**config.mk**
```make
export PLATFORM = sky130hd
export DESIGN_NAME = display_mode_sequencer_flat
export DESIGN_NICKNAME = d
export VERILOG_FILES = /design/src/rtl/display_mode_sequencer_pkg.sv /design/src/rtl/display_mode_sequencer_if.sv /design/src/rtl/display_mode_sequencer_cycle_timer.sv /design/src/rtl/display_mode_sequencer.sv /design/src/flat_wrapper.sv
export SDC_FILE = /design/constraint.sdc
export NUM_CORES = 1
export LEC_CHECK = 0
export ABC_CLOCK_PERIOD_IN_PS = 2900
export BUFFER_PORTS_ARGS = -buffer_cell sky130_fd_sc_hd__buf_2
export CAP_MARGIN = 20
export CORE_ASPECT_RATIO = 2
export CORE_MARGIN = 1
export CORE_UTILIZATION = 30
export DETAILED_ROUTE_END_ITERATION = 8
export RECOVER_POWER = 100
export SLEW_MARGIN = 30
export SYNTH_ARGS = -nofsm -noshare
export SYNTH_HDL_FRONTEND = slang
export SYNTH_SLANG_ARGS = --single-unit
```
**constraint.sdc**
```tcl
create_clock -name clk -period 2.9 [get_ports clk]
set_clock_uncertainty 0.1 [all_clocks]
set_input_delay 0.29 -clock clk [delete_from_list [all_inputs] [get_ports clk]]
set_output_delay 0.29 -clock clk [all_outputs]
set_load 0.005 [all_outputs]
```
**src/rtl/display_mode_sequencer_pkg.sv**
```systemverilog
// Mode encodings and advance helpers shared by the sequencer and the display mode decoder.
package display_mode_pkg;

    localparam int MODE_W = 4;
    localparam logic [MODE_W-1:0] OFF_CODE      = 4'b0000;
    localparam logic [MODE_W-1:0] XADC_RAW_CODE = 4'b0001;

    typedef enum logic [1:0] {
        SRC_XADC = 2'b00,
        SRC_PWM  = 2'b01,
        SRC_R2R  = 2'b10
    } src_t;

    typedef enum logic [1:0] {
        DATA_RAW = 2'b01,
        DATA_AVG = 2'b10,
        DATA_SCL = 2'b11
    } data_t;

    typedef enum logic [1:0] {
        ST_OFF    = 2'b00,
        ST_SETTLE = 2'b01,
        ST_ACTIVE = 2'b10
    } state_t;

    function automatic src_t next_src(input src_t s);
        case (s)
            SRC_XADC: next_src = SRC_PWM;
            SRC_PWM:  next_src = SRC_R2R;
            SRC_R2R:  next_src = SRC_XADC;
            default:  next_src = SRC_XADC;
        endcase
    endfunction

    function automatic data_t next_data(input data_t d);
        case (d)
            DATA_RAW: next_data = DATA_AVG;
            DATA_AVG: next_data = DATA_SCL;
            DATA_SCL: next_data = DATA_RAW;
            default:  next_data = DATA_RAW;
        endcase
    endfunction

    // Auto-scan order: data first, carrying into the source when data wraps.
    function automatic logic [MODE_W-1:0] adv_mode(input logic [MODE_W-1:0] m);
        src_t  s;
        data_t d;
        s = src_t'(m[3:2]);
        d = data_t'(m[1:0]);
        if (d == DATA_SCL) begin
            adv_mode = {next_src(s), DATA_RAW};
        end else begin
            adv_mode = {s, next_data(d)};
        end
    endfunction

    // Manual buttons advance their own field independently, without carry.
    function automatic logic [MODE_W-1:0] step_mode(input logic [MODE_W-1:0] m,
                                                   input logic adv_s,
                                                   input logic adv_d);
        src_t  s;
        data_t d;
        s = src_t'(m[3:2]);
        d = data_t'(m[1:0]);
        if (adv_s) begin
            s = next_src(s);
        end else begin
            s = s;
        end
        if (adv_d) begin
            d = next_data(d);
        end else begin
            d = d;
        end
        step_mode = {s, d};
    endfunction

endpackage

```
**src/rtl/display_mode_sequencer_if.sv**
```systemverilog
// Button/level inputs and mode outputs between the debouncers, sequencer and decoder.
interface display_mode_sequencer_if;

    logic                                 src_pulse;
    logic                                 data_pulse;
    logic                                 off_pulse;
    logic                                 auto_en;
    logic [display_mode_pkg::MODE_W-1:0]  mode_select;
    logic                                 mode_changed;
    logic                                 settle_busy;

    modport master (
        output src_pulse, data_pulse, off_pulse, auto_en,
        input  mode_select, mode_changed, settle_busy
    );

    modport slave (
        input  src_pulse, data_pulse, off_pulse, auto_en,
        output mode_select, mode_changed, settle_busy
    );

endinterface

```
**src/rtl/display_mode_sequencer_cycle_timer.sv**
```systemverilog
// Free-running modulo-N cycle counter with clear; done flags the last count.
module cycle_timer #(
    parameter int N = 4
) (
    input  logic clk,
    input  logic reset,
    input  logic clr,
    input  logic en,
    output logic done
);

    localparam int CNT_W = (N > 1) ? $clog2(N) : 1;
    localparam logic [CNT_W-1:0] LAST = CNT_W'(N - 1);

    logic [CNT_W-1:0] r_count;

    // Count while enabled, restart at zero after the last count; clear wins.
    always_ff @(posedge clk) begin
        if (reset) begin
            r_count <= '0;
        end else if (clr) begin
            r_count <= '0;
        end else if (en) begin
            if (r_count == LAST) begin
                r_count <= '0;
            end else begin
                r_count <= r_count + CNT_W'(1);
            end
        end else begin
            r_count <= r_count;
        end
    end

    assign done = (r_count == LAST);

endmodule

```
**src/rtl/display_mode_sequencer.sv**
```systemverilog
// Produces the display mode code from button pulses or the auto-scan dwell timer,
// opening a settle window after each change so downstream averagers can refill.
module display_mode_sequencer
    import display_mode_pkg::*;
#(
    parameter int DWELL_CYCLES  = 200_000_000,
    parameter int SETTLE_CYCLES = 1_000_000
) (
    input  logic                      clk,
    input  logic                      reset,
    display_mode_sequencer_if.slave   bus
);

    state_t              r_state;
    state_t              w_state_nxt;
    logic [MODE_W-1:0]   r_mode;
    logic [MODE_W-1:0]   w_mode_nxt;
    logic [MODE_W-1:0]   r_last;
    logic [MODE_W-1:0]   w_last_nxt;
    logic [MODE_W-1:0]   w_manual_mode;
    logic                r_changed;
    logic                w_changed_nxt;
    logic                r_busy;
    logic                w_manual;
    logic                w_settle_clr;
    logic                w_settle_en;
    logic                w_settle_done;
    logic                w_dwell_clr;
    logic                w_dwell_en;
    logic                w_dwell_done;

    assign w_manual      = bus.src_pulse | bus.data_pulse;
    assign w_manual_mode = step_mode(r_mode, bus.src_pulse, bus.data_pulse);

    assign w_settle_en   = (r_state == ST_SETTLE);
    assign w_dwell_en    = (r_state == ST_ACTIVE) & bus.auto_en;
    // Any manual input or auto_en low restarts the dwell from zero.
    assign w_dwell_clr   = ~w_dwell_en | w_manual | bus.off_pulse;

    cycle_timer #(.N(SETTLE_CYCLES)) u_settle_timer (
        .clk   (clk),
        .reset (reset),
        .clr   (w_settle_clr),
        .en    (w_settle_en),
        .done  (w_settle_done)
    );

    cycle_timer #(.N(DWELL_CYCLES)) u_dwell_timer (
        .clk   (clk),
        .reset (reset),
        .clr   (w_dwell_clr),
        .en    (w_dwell_en),
        .done  (w_dwell_done)
    );

    // Next-state and next-mode selection; off_pulse outranks manual, manual outranks timers.
    always_comb begin
        w_state_nxt   = r_state;
        w_mode_nxt    = r_mode;
        w_last_nxt    = r_last;
        w_changed_nxt = 1'b0;
        w_settle_clr  = 1'b0;
        case (r_state)
            ST_OFF: begin
                if (bus.off_pulse) begin
                    w_state_nxt   = ST_SETTLE;
                    w_mode_nxt    = r_last;
                    w_changed_nxt = 1'b1;
                    w_settle_clr  = 1'b1;
                end else begin
                    w_state_nxt   = ST_OFF;
                end
            end
            ST_SETTLE, ST_ACTIVE: begin
                if (bus.off_pulse) begin
                    w_state_nxt   = ST_OFF;
                    w_last_nxt    = r_mode;
                    w_mode_nxt    = OFF_CODE;
                    w_changed_nxt = 1'b1;
                end else if (w_manual) begin
                    w_state_nxt   = ST_SETTLE;
                    w_mode_nxt    = w_manual_mode;
                    w_changed_nxt = 1'b1;
                    w_settle_clr  = 1'b1;
                end else if (r_state == ST_SETTLE) begin
                    if (w_settle_done) begin
                        w_state_nxt = ST_ACTIVE;
                    end else begin
                        w_state_nxt = ST_SETTLE;
                    end
                end else if (bus.auto_en && w_dwell_done) begin
                    w_state_nxt   = ST_SETTLE;
                    w_mode_nxt    = adv_mode(r_mode);
                    w_changed_nxt = 1'b1;
                    w_settle_clr  = 1'b1;
                end else begin
                    w_state_nxt   = ST_ACTIVE;
                end
            end
            default: begin
                w_state_nxt   = ST_OFF;
                w_mode_nxt    = OFF_CODE;
                w_last_nxt    = XADC_RAW_CODE;
                w_changed_nxt = 1'b1;
            end
        endcase
    end

    // State, mode memory and registered outputs.
    always_ff @(posedge clk) begin
        if (reset) begin
            r_state   <= ST_OFF;
            r_mode    <= OFF_CODE;
            r_last    <= XADC_RAW_CODE;
            r_changed <= 1'b0;
            r_busy    <= 1'b0;
        end else begin
            r_state   <= w_state_nxt;
            r_mode    <= w_mode_nxt;
            r_last    <= w_last_nxt;
            r_changed <= w_changed_nxt;
            r_busy    <= (w_state_nxt == ST_SETTLE);
        end
    end

    assign bus.mode_select  = r_mode;
    assign bus.mode_changed = r_changed;
    assign bus.settle_busy  = r_busy;

endmodule

```
**src/flat_wrapper.sv**
```systemverilog
// flat-port wrapper written by rule: the top's interface ports become plain ports
module display_mode_sequencer_flat import display_mode_pkg::*;
#(
    parameter int DWELL_CYCLES  = 200_000_000,
    parameter int SETTLE_CYCLES = 1_000_000
)
  (clk, reset, bus_src_pulse, bus_data_pulse, bus_off_pulse, bus_auto_en, bus_mode_select, bus_mode_changed, bus_settle_busy);
  display_mode_sequencer_if bus_i ();
  input  logic clk;
  input  logic reset;
  input wire logic [$bits(bus_i.src_pulse)-1:0] bus_src_pulse;
  input wire logic [$bits(bus_i.data_pulse)-1:0] bus_data_pulse;
  input wire logic [$bits(bus_i.off_pulse)-1:0] bus_off_pulse;
  input wire logic [$bits(bus_i.auto_en)-1:0] bus_auto_en;
  output wire logic [$bits(bus_i.mode_select)-1:0] bus_mode_select;
  output wire logic [$bits(bus_i.mode_changed)-1:0] bus_mode_changed;
  output wire logic [$bits(bus_i.settle_busy)-1:0] bus_settle_busy;
  assign bus_i.src_pulse = bus_src_pulse;
  assign bus_i.data_pulse = bus_data_pulse;
  assign bus_i.off_pulse = bus_off_pulse;
  assign bus_i.auto_en = bus_auto_en;
  assign bus_mode_select = bus_i.mode_select;
  assign bus_mode_changed = bus_i.mode_changed;
  assign bus_settle_busy = bus_i.settle_busy;
  display_mode_sequencer #(.DWELL_CYCLES(DWELL_CYCLES), .SETTLE_CYCLES(SETTLE_CYCLES)) u_core (.clk(clk), .reset(reset), .bus(bus_i));
endmodule
```
==> run metrics, run 1 <==
starting density of the core=0.307; floorplan die height=146 um; initial drt markers=between 100 and 150; maximum VDD drop=about 0.27 mV; WS Path Type=register to register; die area=between 0.01 and 0.015 sq mm; diodes inserted=0; dominant cells by area after synthesis=dfxtp_1, xnor2_1, nor2_1; antenna-violating nets left=0; setup repair bufs after CTS=0; layout cells sized above 1=0.101; initial antenna violation count=0; Die Width=73.8 um; Hold WC Path Type=input port to register; Sw Ratio=0.213; RSZ-0062 raised after global routing=no; Worst-path clk slew=0.05 ns; post-CTS sizing=0; area of the multi-input gates=0.00178 sq mm; CP Max Fanout=14; first-pass GRT wire length=12.0 mm; total power draw=1.90 mW; H-Tree Depth=3; Clock Tree Buf Depth=2; fmax=approximately 390 MHz; sequential cell area fraction in the yosys report=0.388; via/cell ratio=5.06; sw power=a little over 400 uW; vias=approximately 2.6k; Static Leak=~1.2 nW; vias in the first global route=2692; internal power=1.49 mW; DP HPWL=roughly 5.2 mm; pin count of the biggest net entering global routing=29; hold bufs inserted after CTS=0; part of the power in combinational logic=0.041; grt ovf=0; Mean Syn Cell Area=8.55 sq um; Critical Path AT=2.62 ns; most frequent cells after synthesis=nor2_1, dfxtp_1, nand2_1, xnor2_1, nand3_1; Top Ports=12; top-count cell post-synth=nor2_1; DRC=0; Worst-Margin Slew=0.887 ns; CTS tree=built; TritonRoute pass-1 iters=4; synthesized area=0.00309 sq mm; CP required=2.99 ns; CP Capture Type=register; setup tns final=0 ns; YS warnings=0; Final Hold Fails=0; Synth Flop Type=dfxtp_1; status=complete, no violations; Clock power frac=0.516; fin crit period=~2.5 ns; Yosys top cell area share=0.388; Area Overhead vs Synth=14.0%; Final setup viols=0; Worst slew margin=0.403; Netlist cell types=about 50; fin nets=about 400; clk_lat worst skew=0.33 ns; fillcell total=about 1.1k; fin. max-slew vios=0; CTS Buf Count=9; routed len/inst=roughly 14 um; Port-buffer cells=11; Yosys top cell by area=dfxtp_1; post-synth net total=376; Core ar.=approximately 0.010 sq mm; Async S/R FF share, synth=0; Gate Count Post-Synth=~360; Num Clock Sinks=60; final WL=6.98 mm; pwr/cell area=around 540 mW/mm^2; Synth Register Bits=60; Sequential Power Share=0.443; number of enable flip-flop cells after synthesis=0; Tcrit/Tclk final=0.873; Root Buffer=clkbuf_16; final RePlAce weighted congestion=0.819; Max Cap Viol=0; total track usage=0.144; FP Rows=52; storage element area=roughly 0.0012 sq mm; Worst setup SP type=register
power by group through the flow:
stage               registers, mW  logic [mW]  clock network (mW)
floorplan                   0.856      0.0522                   0
global placement            0.856      0.0796                   0
detailed placement          0.856      0.0808                   0
CTS                         0.839      0.0813                1.00
global route                0.840      0.0883                1.03
finish                      0.840      0.0782               0.979
path summary, 6_finish.rpt:
kind                                                      start                           endpoint  slack [ns]  depth (start not counted)
worst min register to register  u_core.u_dwell_timer.r_count[0]    u_core.u_dwell_timer.r_count[0]        0.35                          1
worst max register to register                u_core.r_state[1]  u_core.u_settle_timer.r_count[17]        0.37                          7
worst min-delay path                                      reset                   u_core.r_last[1]        0.21                          2
worst max-delay path                          u_core.r_state[1]  u_core.u_settle_timer.r_count[17]        0.37                          7
worst max-delay path, cell delays in order (launching register included):
cell and delay, ns:
dfxtp_1 0.33, inv_1 0.07, ha_1 0.44, nand4_1 0.25
nor4_1 0.78, nand3_1 0.19, xor2_1 0.17, nor2_1 0.05
metal layers:
| layer | routed length, um | share of wire | track usage |
|---|---|---|---|
| met1 | 2730 | 0.39 | 0.145 |
| met2 | 3900 | 0.56 | 0.261 |
| met3 | 167 | 0.024 | 0.0332 |
| met4 | 178 | 0.026 | 0.0798 |
| met5 | 0 | 0 | 0 |
state kept, by name, indices dropped and copies added, names as in the netlist:
| signal | cells |
|---|---|
| u_core.r_last | 4 |
| u_core.bus.mode_select | 4 |
| u_core.bus.settle_busy | 1 |
| u_core.bus.mode_changed | 1 |
| u_core.u_dwell_timer.r_count | 28 |
| u_core.u_settle_timer.r_count | 20 |
| u_core.r_state | 2 |
cells by family after synthesis:
family,after synthesis,share of synthesized area
AO/OA/AOI/OAI,26,0.0607
XOR/XNOR,42,0.119
adder cells (fa/ha/maj),8,0.0324
buffers and inverters,22,0.0323
flip-flops,60,0.388
multiplexers,1,0.00364
AND/OR/NAND/NOR,203,0.364
per-stage QoR:
step | cell area [sq um] | setup WS [ns] | instances | utilization | hold WS (ns)
3_5_place_dp | 3270 | 0.386 | 499 | 0.324 | 0.341
4_1_cts | 3550 | 0.358 | 513 | 0.352 | 0.204
2_1_floorplan | 3090 | 0.983 | 362 | - | 0.318
5_1_grt | 3530 | 0.149 | 513 | 0.350 | 0.209
3_3_place_gp | 3270 | 0.460 | 499 | 0.324 | 0.338
6_report | 3530 | 0.368 | 513 | 0.350 | 0.207
final cells by class:
cell class	instances	area share
flip-flops and latches	60	0.341
repair buffers	12	0.0156
clock inverters	2	0.00284
well taps	135	0.0479
inverters	12	0.0128
clock buffers	12	0.0756
multi-input cells	280	0.505
cells in the final DEF (no fill, tap or decap), types with 3 or more instances in the layout:
cell type,netlist,routed
dfxtp_1,60,60
xnor2_1,29,29
a22oi_1,3,3
ha_1,8,8
and2_1,3,3
or2_2,3,3
nand2b_1,8,8
nand2_1,32,32
nor4_1,7,9
clkbuf_16,0,9
nor3_1,10,10
and3_1,9,9
a21oi_1,4,4
buf_2,2,8
and4_1,5,5
or4_1,3,3
nor3_2,4,4
clkbuf_8,0,3
clkbuf_1,5,4
nand3_1,16,16
o21ai_0,3,4
xor2_1,13,13
nor2_1,66,66
inv_1,12,12
nand4_1,13,13
Note: power is estimated with default switching activity, not from simulation.
==> inputs of run 2 (changes only) <==
- PLACE_DENSITY: default -> 0.5
==> run 2 against run 1 <==
Effect of this change: sequential power hardly changed; register-to-register slack improved by 0.14 ns; hold slack got worse by 0.0022 ns; sequential share of layout area is 0.27 points higher; core utilization is 0.27 points lower; die area unchanged; maximum frequency up 6.0%; setup slack gained 0.14 ns; first-iteration DRC count decreased by 29%; critical path type unchanged.
==> run metrics, run 2 (synthesis gave the netlist of run 1 again) <==
status=complete, no violations; Area Overhead vs Synth=13.1%; die area=around 0.011 sq mm; top flop regs=u_core.u_dwell_timer.r_count x28, u_core.u_settle_timer.r_count x20; Port-buffer cells=11; Worst-Margin Slew=0.814 ns; Reg2Reg Setup Slack=around 0.51 ns; Critical Path AT=between 2 and 2.5 ns; pin count of the biggest net entering global routing=29; CTS tree=built; Worst setup SP type=register; WS Path Type=register to register; Hold WC Path Type=input port to register; fin nets=391; Core ar.=approximately 0.01 sq mm; initial drt markers=100; CP max stage delay=roughly 0.53 ns; antenna-violating nets left=0; CP required=about 3.0 ns; fin. max-slew vios=0; DRC=0; CP Capture Type=register; floorplan die height=146 um; CP top delay family=simple AND/OR/NAND/NOR gates; clk_lat worst skew=approximately 0.33 ns; layout cells sized above 1=0.0971; via/cell ratio=4.98; Top Ports=12; Final Hold Fails=0; initial antenna violation count=0; CP cell instances=or4b_1 > nor4_1 > nand3_1 > nand4_2 > nor2_1; FP Rows=52; total track usage=0.150; TritonRoute pass-1 iters=4; H-Tree Depth=3; Buf+Inv Stages, Crit Path=0; final WL=7.19 mm; Static Leak=~1.1 nW; Max Cap Viol=0; DP HPWL=between 5 and 6 mm; vias=approximately 2.6k; fmax=419 MHz; Final setup viols=0; fin crit period=2.39 ns; Worst-path clk slew=0.05 ns; hold bufs inserted after CTS=0; diodes inserted=0; Most flops, register=u_core.u_dwell_timer.r_count; post-place instance area=0.00329 sq mm; grt ovf=0; routed len/inst=13.9 um; final instance area=0.00350 sq mm; first-pass GRT wire length=12.0 mm; storage element area=0.00120 sq mm; Root Buffer=clkbuf_16; CP Max Fanout=28; max reg flops=28; fillcell total=1086; starting density of the core=0.307; setup repair bufs after CTS=0; Clock Tree Buf Depth=2; Tcrit/Tclk final=0.824; Worst slew margin=0.456; vias in the first global route=between 2k and 3k; M2 GR Usage=0.262; grt met1 use=0.155; leading cell type in the layout, fill and taps excluded=nor2_1; GR peak layer=met2; Max stage delay cell, worst path=or4b_1; M3 GR Usage=0.0374; Die Width=73.8 um; maximum VDD drop=between 0.2 and 0.3 mV; pwr/cell area=528 mW/mm^2; RSZ-0062 raised after global routing=no; most frequent cells in the layout=nor2_1, dfxtp_1, nand2_1; CTS Buf Count=9; Num Clock Sinks=60; post-CTS sizing=0; setup tns final=0 ns; area of the multi-input gates=0.00177 sq mm; final RePlAce weighted congestion=slightly above 0.8
[run 2: cell types whose count changed in the layout (fill, tap and decap cells not counted), sizes merged]
cell    previous run  this run
buf                8        10
clkinv             2         3
[run 2: path summary, 6_finish.rpt]
path | start | to | cells after the start
worst max-delay path | u_core.u_dwell_timer.r_count[9] | u_core.u_dwell_timer.r_count[1] | 5
worst min-delay path | reset | u_core.r_last[1] | 2
worst max register to register | u_core.u_dwell_timer.r_count[9] | u_core.u_dwell_timer.r_count[1] | 5
worst min register to register | u_core.u_dwell_timer.r_count[0] | u_core.u_dwell_timer.r_count[0] | 1
[run 2: routing by layer]
layer	vias up	routed length, um
met5	-	0
met4	0	266
li1	1292	-
met1	1218	2800
met2	37	3920
met3	21	202
[run 2: layout make-up]
| type | count | share of cell area |
|---|---|---|
| Clock buffer | 12 | 0.0676 |
| Clock inverter | 3 | 0.00429 |
| Sequential cell | 60 | 0.343 |
| Inverter | 12 | 0.0129 |
| Tap cell | 135 | 0.0483 |
| Timing Repair Buffer | 14 | 0.0193 |
| Multi-Input combinational cell | 280 | 0.504 |
[run 2: metrics by stage]
step	total power, mW	cells	util	hold slack [ns]	worst slack, ns
2_1_floorplan	0.908	362	-	0.318	0.983
3_3_place_gp	0.939	501	0.326	0.353	0.573
3_5_place_dp	0.939	501	0.326	0.369	0.569
4_1_cts	1.87	516	0.351	0.197	0.561
5_1_grt	1.92	516	0.347	0.228	0.285
6_report	1.85	516	0.347	0.205	0.511
[run 2: power breakdown]
part           internal, mW  switching (mW)  leakage (nW)  total [mW]
sequential            0.834         0.00577         0.484       0.839
combinational        0.0288          0.0519         0.536      0.0807
clock                 0.568           0.359         0.126       0.927
total                  1.43           0.417          1.15        1.85
